[src/rtl/fx2_pattern_gen_if.sv]
// FX2 slave-FIFO read-side signal bundle between the pattern generator (master)
// and the FX2 FIFO2 endpoint (slave).
interface fx2_pattern_gen_if;
    logic [7:0] FIFO_DATAIN;
    logic       FIFO2_data_available;
    logic       FIFO_RD;
    logic       FIFO_DATAIN_OE;
    logic [1:0] FIFO_FIFOADR;

    modport master (
        input  FIFO_DATAIN,
        input  FIFO2_data_available,
        output FIFO_RD,
        output FIFO_DATAIN_OE,
        output FIFO_FIFOADR
    );

    modport slave (
        output FIFO_DATAIN,
        output FIFO2_data_available,
        input  FIFO_RD,
        input  FIFO_DATAIN_OE,
        input  FIFO_FIFOADR
    );
endinterface

[src/rtl/fx2_pattern_gen.sv]
// Drains FX2 FIFO2 into a small circular buffer and replays the bytes on PATTERN
// at one byte per (divisor+1) clocks while enabled.
module fx2_pattern_gen #(
    parameter int DEPTH_LOG2 = 3,
    parameter int DIV_WIDTH  = 16
) (
    input  logic                  FIFO_clk,
    input  logic                  reset_n,
    fx2_pattern_gen_if.master     fx2,
    input  logic                  enable,
    input  logic [DIV_WIDTH-1:0]  divisor,
    output logic [7:0]            PATTERN,
    output logic                  pattern_valid,
    output logic                  underrun,
    output logic [DEPTH_LOG2:0]   level
);

    localparam int                  DEPTH = 1 << DEPTH_LOG2;
    localparam logic [DEPTH_LOG2:0] FULL  = (DEPTH_LOG2 + 1)'(DEPTH);

    typedef enum logic [1:0] {IDLE, SELECT, READ, GAP} state_t;

    state_t                 state_reg, state_next;
    logic                   rd_reg, rd_next;
    logic                   oe_reg, oe_next;
    logic                   push, pop, tick;
    logic [DEPTH_LOG2-1:0]  wr_ptr_reg, rd_ptr_reg;
    logic [DEPTH_LOG2:0]    level_reg;
    logic [DIV_WIDTH-1:0]   count_reg;
    logic [7:0]             pattern_reg;
    logic                   valid_reg;
    logic                   underrun_reg;
    logic [7:0]             mem [DEPTH];

    // The full check uses the occupancy seen in READ, so a same-edge pop never makes room early.
    assign push = (state_reg == READ) && fx2.FIFO2_data_available && (level_reg != FULL);
    assign tick = enable && (count_reg == '0);
    assign pop  = tick && (level_reg != '0);

    always_ff @(posedge FIFO_clk or negedge reset_n) begin
        if (!reset_n) begin
            state_reg <= IDLE;
            rd_reg    <= 1'b0;
            oe_reg    <= 1'b0;
        end else begin
            state_reg <= state_next;
            rd_reg    <= rd_next;
            oe_reg    <= oe_next;
        end
    end

    always_comb begin
        state_next = state_reg;
        case (state_reg)
            IDLE:    state_next = SELECT;
            SELECT:  state_next = READ;
            READ:    state_next = push ? GAP : READ;
            GAP:     state_next = READ;
            default: state_next = IDLE;
        endcase
    end

    always_comb begin
        oe_next = (state_reg != IDLE);
        rd_next = push;
    end

    // Storage has no reset: pointers and level define what is valid.
    always_ff @(posedge FIFO_clk) begin
        if (push) begin
            mem[wr_ptr_reg] <= fx2.FIFO_DATAIN;
        end
    end

    always_ff @(posedge FIFO_clk or negedge reset_n) begin
        if (!reset_n) begin
            wr_ptr_reg <= '0;
            rd_ptr_reg <= '0;
            level_reg  <= '0;
        end else begin
            if (push) begin
                wr_ptr_reg <= wr_ptr_reg + 1'b1;
            end
            if (pop) begin
                rd_ptr_reg <= rd_ptr_reg + 1'b1;
            end
            case ({push, pop})
                2'b10:   level_reg <= level_reg + 1'b1;
                2'b01:   level_reg <= level_reg - 1'b1;
                default: level_reg <= level_reg;
            endcase
        end
    end

    always_ff @(posedge FIFO_clk or negedge reset_n) begin
        if (!reset_n) begin
            count_reg    <= '0;
            pattern_reg  <= 8'h00;
            valid_reg    <= 1'b0;
            underrun_reg <= 1'b0;
        end else begin
            if (!enable) begin
                count_reg <= '0;
            end else if (tick) begin
                count_reg <= divisor;
            end else begin
                count_reg <= count_reg - 1'b1;
            end

            if (pop) begin
                pattern_reg <= mem[rd_ptr_reg];
            end
            valid_reg <= pop;

            if (!enable) begin
                underrun_reg <= 1'b0;
            end else if (tick && (level_reg == '0)) begin
                underrun_reg <= 1'b1;
            end
        end
    end

    assign fx2.FIFO_RD        = rd_reg;
    assign fx2.FIFO_DATAIN_OE = oe_reg;
    assign fx2.FIFO_FIFOADR   = 2'b00;
    assign PATTERN            = pattern_reg;
    assign pattern_valid      = valid_reg;
    assign underrun           = underrun_reg;
    assign level              = level_reg;

endmodule

[src/flat_wrapper.sv]
// flat-port wrapper written by rule: the top's interface ports become plain ports
module fx2_pattern_gen_flat 
#(
    parameter int DEPTH_LOG2 = 3,
    parameter int DIV_WIDTH  = 16
)
  (FIFO_clk, reset_n, enable, divisor, PATTERN, pattern_valid, underrun, level, fx2_FIFO_DATAIN, fx2_FIFO2_data_available, fx2_FIFO_RD, fx2_FIFO_DATAIN_OE, fx2_FIFO_FIFOADR);
  fx2_pattern_gen_if fx2_i ();
  input  logic FIFO_clk;
  input  logic reset_n;
  input  logic enable;
  input  logic [DIV_WIDTH-1:0] divisor;
  output logic [7:0] PATTERN;
  output logic pattern_valid;
  output logic underrun;
  output logic [DEPTH_LOG2:0] level;
  input wire logic [$bits(fx2_i.FIFO_DATAIN)-1:0] fx2_FIFO_DATAIN;
  input wire logic [$bits(fx2_i.FIFO2_data_available)-1:0] fx2_FIFO2_data_available;
  output wire logic [$bits(fx2_i.FIFO_RD)-1:0] fx2_FIFO_RD;
  output wire logic [$bits(fx2_i.FIFO_DATAIN_OE)-1:0] fx2_FIFO_DATAIN_OE;
  output wire logic [$bits(fx2_i.FIFO_FIFOADR)-1:0] fx2_FIFO_FIFOADR;
  assign fx2_i.FIFO_DATAIN = fx2_FIFO_DATAIN;
  assign fx2_i.FIFO2_data_available = fx2_FIFO2_data_available;
  assign fx2_FIFO_RD = fx2_i.FIFO_RD;
  assign fx2_FIFO_DATAIN_OE = fx2_i.FIFO_DATAIN_OE;
  assign fx2_FIFO_FIFOADR = fx2_i.FIFO_FIFOADR;
  fx2_pattern_gen #(.DEPTH_LOG2(DEPTH_LOG2), .DIV_WIDTH(DIV_WIDTH)) u_core (.FIFO_clk(FIFO_clk), .reset_n(reset_n), .fx2(fx2_i), .enable(enable), .divisor(divisor), .PATTERN(PATTERN), .pattern_valid(pattern_valid), .underrun(underrun), .level(level));
endmodule
[config.mk]
export PLATFORM = sky130hd
export DESIGN_NAME = fx2_pattern_gen_flat
export DESIGN_NICKNAME = d
export VERILOG_FILES = /design/src/rtl/fx2_pattern_gen_if.sv /design/src/rtl/fx2_pattern_gen.sv /design/src/flat_wrapper.sv
export SDC_FILE = /design/constraint.sdc
export NUM_CORES = 1
export LEC_CHECK = 0
export CAP_MARGIN = 5
export CORE_MARGIN = 2
export CORE_UTILIZATION = 61
export DETAILED_ROUTE_END_ITERATION = 10
export GPL_ROUTABILITY_DRIVEN = 0
export PLACE_DENSITY_LB_ADDON = 0.2
export RECOVER_POWER = 25
export SLEW_MARGIN = 20
export SYNTH_ARGS = -nofsm -noshare
export SYNTH_HDL_FRONTEND = slang
export SYNTH_SLANG_ARGS = --single-unit
[constraint.sdc]
create_clock -name FIFO_clk -period 7.3 [get_ports FIFO_clk]
set_input_delay 1.46 -clock FIFO_clk [delete_from_list [all_inputs] [get_ports FIFO_clk]]
set_output_delay 1.46 -clock FIFO_clk [all_outputs]
set_load 0.02 [all_outputs]
==> impl_metrics.tcl <==
set metrics [dict create \
    synthesized_area_fraction_occupied_by_ao_oa_aoi_and_oai_cells 0.0557 \
    cell_taking_the_most_area_after_synthesis "sky130_fd_sc_hd__edfxtp_1" \
    yosys.area.top_type_share 0.426 \
    hpwl_mm 5.07 \
    synth-seq-cells 104 \
    worst-path-buf-inv 2 \
    grt_use_met2 0.328 \
    post-route-util 0.718 \
    required_ns 7.55 \
    grt_pass1_vias 2546 \
    largest_register_ff_count 64 \
    synth-seq-area-share 0.648 \
    setup_viol_count_final 0 \
    post-route-drc-count 0 \
    grt_use_met3 0.0528 \
    synth.yosys.warnings 0 \
    worstSetupEndpointType "flip-flop" \
    critical_path.startpoint_type "input port" \
    power.static_leakage_uw 0.00182 \
    global_route.usage.total 0.210 \
    globalRoute.totalOverflow 0 \
    netlist_top_cells_count "sky130_fd_sc_hd__edfxtp_1, sky130_fd_sc_hd__dfrtp_1, sky130_fd_sc_hd__mux2_2" \
    final-hold-violation-count 0 \
    combinational_family_with_the_most_area_after_synthesis "multiplexers" \
    viasPerCell 5.81 \
    cts_buffer_depth 2 \
    worst-path-max-fanout 21 \
    dpl.cell_count 408 \
    maxCapViolations 0 \
    worstMarginPinSlew_ns 0.915 \
    min_path_type "reg -> reg" \
    syn_inst 284 \
    arrival_ns 4.48 \
    max_slew_margin 0.390 \
    mean_routed_wirelength_per_cell_um 18.4 \
    outcome "finished clean" \
    synth.distinct_cells 43 \
    synth-async-reset-ratio 0.385 \
    placementRows 31 \
    vias 2465 \
    synth_area_um2 4510 \
    worst_path_max_delay_cell "sky130_fd_sc_hd__clkdlybuf4s50_1" \
    yosys-top-cells-area "sky130_fd_sc_hd__edfxtp_1, sky130_fd_sc_hd__dfrtp_1, sky130_fd_sc_hd__mux4_2" \
    htree_levels 3 \
    cts_tree "yes" \
    critical_path.cell_chain "clkdlybuf4s50_1 -> or4bb_1 -> or4_4 -> nor3_2 -> buf_4 -> ha_1 -> nand2b_1 -> a211oi_1 -> o21bai_1 -> xnor2_1" \
    timing.final.max_slew_violations 0 \
    synth_simple_gate_area_frac 0.0837 \
    most_used_layer_global_route "met2" \
    floorplan.io_pins 46 \
    final_net_count 355 \
    grt_antenna_before_repair 0 \
    peak_supply_drop_mv 0.244 \
    placeableCoreArea_um2 7210 \
    cts.repair.resized 0 \
    drt_pre_antenna_iters 4 \
    clk_root_buffer_cell "sky130_fd_sc_hd__clkbuf_8" \
    post_synthesis_adder_cell_area_fraction 0.0194 \
    grt_start_max_net_pins 41 \
    route.antenna.remaining_nets 0 \
    final_layout_size_suffix_gt1_frac 0.215 \
    postCtsSetupBuffers 0 \
    die_area_um2 8100 \
    die_height_um 90 \
    stdcell_count 424 \
    floorplan.initialDensity 0.625 \
    fin_crit_sh 0.578 \
    fin_area_um2 5180 \
    groute.layer.met1.usage 0.288 \
    setup-tns-final_ns 0 \
    muxShareOfSynthArea 0.127 \
    port_buffers 43 \
    hold_buffers 0 \
    syn2layout_area_growth_pct 14.8 \
    postPlaceCellArea_um2 4990 \
    power_density_nw_per_um2 380 \
    cts_sinks 104 \
    clock_latency_ns 0.37 \
    timing_worst_setup_path_type "in -> reg" \
    path_clk_slew_ns 0.09 \
    worst_path_dominant_cell_family "simple AND/OR/NAND/NOR gates" \
    critical_path.max_stage_delay_ns 0.63 \
    timing.fmax_mhz 237 \
    grt_setup_unrepaired "false" \
    syn-mean-instance-area_um2 15.9 \
    antenna_cells_inserted 0 \
    yosysMostFrequentCell "sky130_fd_sc_hd__edfxtp_1" \
    die_x_um 90 \
    final_period_minus_worst_setup_slack_ns 4.22 \
    postSynth.topFlopCell "sky130_fd_sc_hd__edfxtp_1" \
    totalWireLength_mm 7.78 \
    clock_skew_ns 0.0151 \
    first_drt_iteration_drcs 147 \
    global_route_wire_length_before_repair_mm 13.0 \
    synth_edf_count 64 \
    post_synth_xor_area_fraction 0.0349 \
    number_of_buffers_created_by_cts 9 \
]
==> power breakdown <==
part	internal [µW]	total, µW	switching (µW)	leakage, µW
logic	374	710	336	0.000649
clock network	160	345	185	0.0000872
registers	759	911	152	0.00108
total	1290	1970	674	0.00182
==> layout make-up <==
class / instances / area [µm²]
sequential: 104 / 2920
clock inverter: 4 / 53.8
timing repair buffer: 45 / 440
clock buffer: 12 / 135
fill: 503 / 2040
multi-input combinational: 155 / 1480
inverter: 5 / 18.8
tap: 99 / 124
==> per-layer routing <==
| metal | vias up | wire length [µm] |
|---|---|---|
| met5 | - | 0 |
| li1 | 1153 | - |
| met3 | 15 | 489 |
| met1 | 1225 | 3310 |
| met4 | 0 | 138 |
| met2 | 72 | 3840 |
==> stage by stage <==
stage	worst slack (ns)	total power, µW	hold WS [ns]
global placement	2.84	1620	0.475
global route	2.92	2090	0.519
detailed placement	2.71	1640	0.478
finish	3.08	1970	0.495
floorplan	3.32	1440	0.451
CTS	3.09	1980	0.503
==> path summary, 6_finish.rpt <==
path,start,end,slack [ns],cells after the start
min in group asynchronous,reset_n,u_core.PATTERN[1]$_DFFE_PN0P_,1.22,1
setup reg to reg,u_core.count_reg[0]$_DFF_PN0_,u_core.level[3]$_DFFE_PN0P_,4.11,11
max in group asynchronous,reset_n,u_core.rd_ptr_reg[0]$_DFFE_PN0P_,5.45,1
hold / removal,u_core.state_reg[1]$_DFF_PN0_,u_core.fx2.FIFO_DATAIN_OE$_DFF_PN0_,0.50,1
setup / recovery,enable,u_core.level[3]$_DFFE_PN0P_,3.08,10
hold reg to reg,u_core.state_reg[1]$_DFF_PN0_,u_core.fx2.FIFO_DATAIN_OE$_DFF_PN0_,0.50,1
==> placed cells by master (no fill, tap or decap), types with 6 or more instances in the layout <==
cell | Yosys | routed
sky130_fd_sc_hd__xor2_1 | 7 | 7
sky130_fd_sc_hd__ha_1 | 7 | 7
sky130_fd_sc_hd__nor3_1 | 17 | 16
sky130_fd_sc_hd__dlygate4sd3_1 | 0 | 7
sky130_fd_sc_hd__o31ai_1 | 8 | 8
sky130_fd_sc_hd__a21oi_1 | 6 | 6
sky130_fd_sc_hd__nand2_1 | 6 | 6
sky130_fd_sc_hd__xnor2_1 | 11 | 11
sky130_fd_sc_hd__nor2_1 | 6 | 6
sky130_fd_sc_hd__mux4_2 | 16 | 16
sky130_fd_sc_hd__clkbuf_8 | 1 | 9
sky130_fd_sc_hd__edfxtp_1 | 64 | 64
sky130_fd_sc_hd__clkdlybuf4s50_1 | 0 | 35
sky130_fd_sc_hd__dfrtp_1 | 40 | 39
sky130_fd_sc_hd__mux2_2 | 18 | 18
==> kinds of logic (layout without fill, tap and decap cells) <==
group / Yosys count / count (layout)
other: 1 / 2
flip-flops: 104 / 104
XOR/XNOR: 18 / 18
multiplexers: 35 / 35
AND/OR/NAND/NOR: 61 / 61
AO/OA/AOI/OAI: 32 / 32
buffers and inverters: 26 / 66
adder cells (fa/ha/maj): 7 / 7
(Power assumes the default switching activity.)
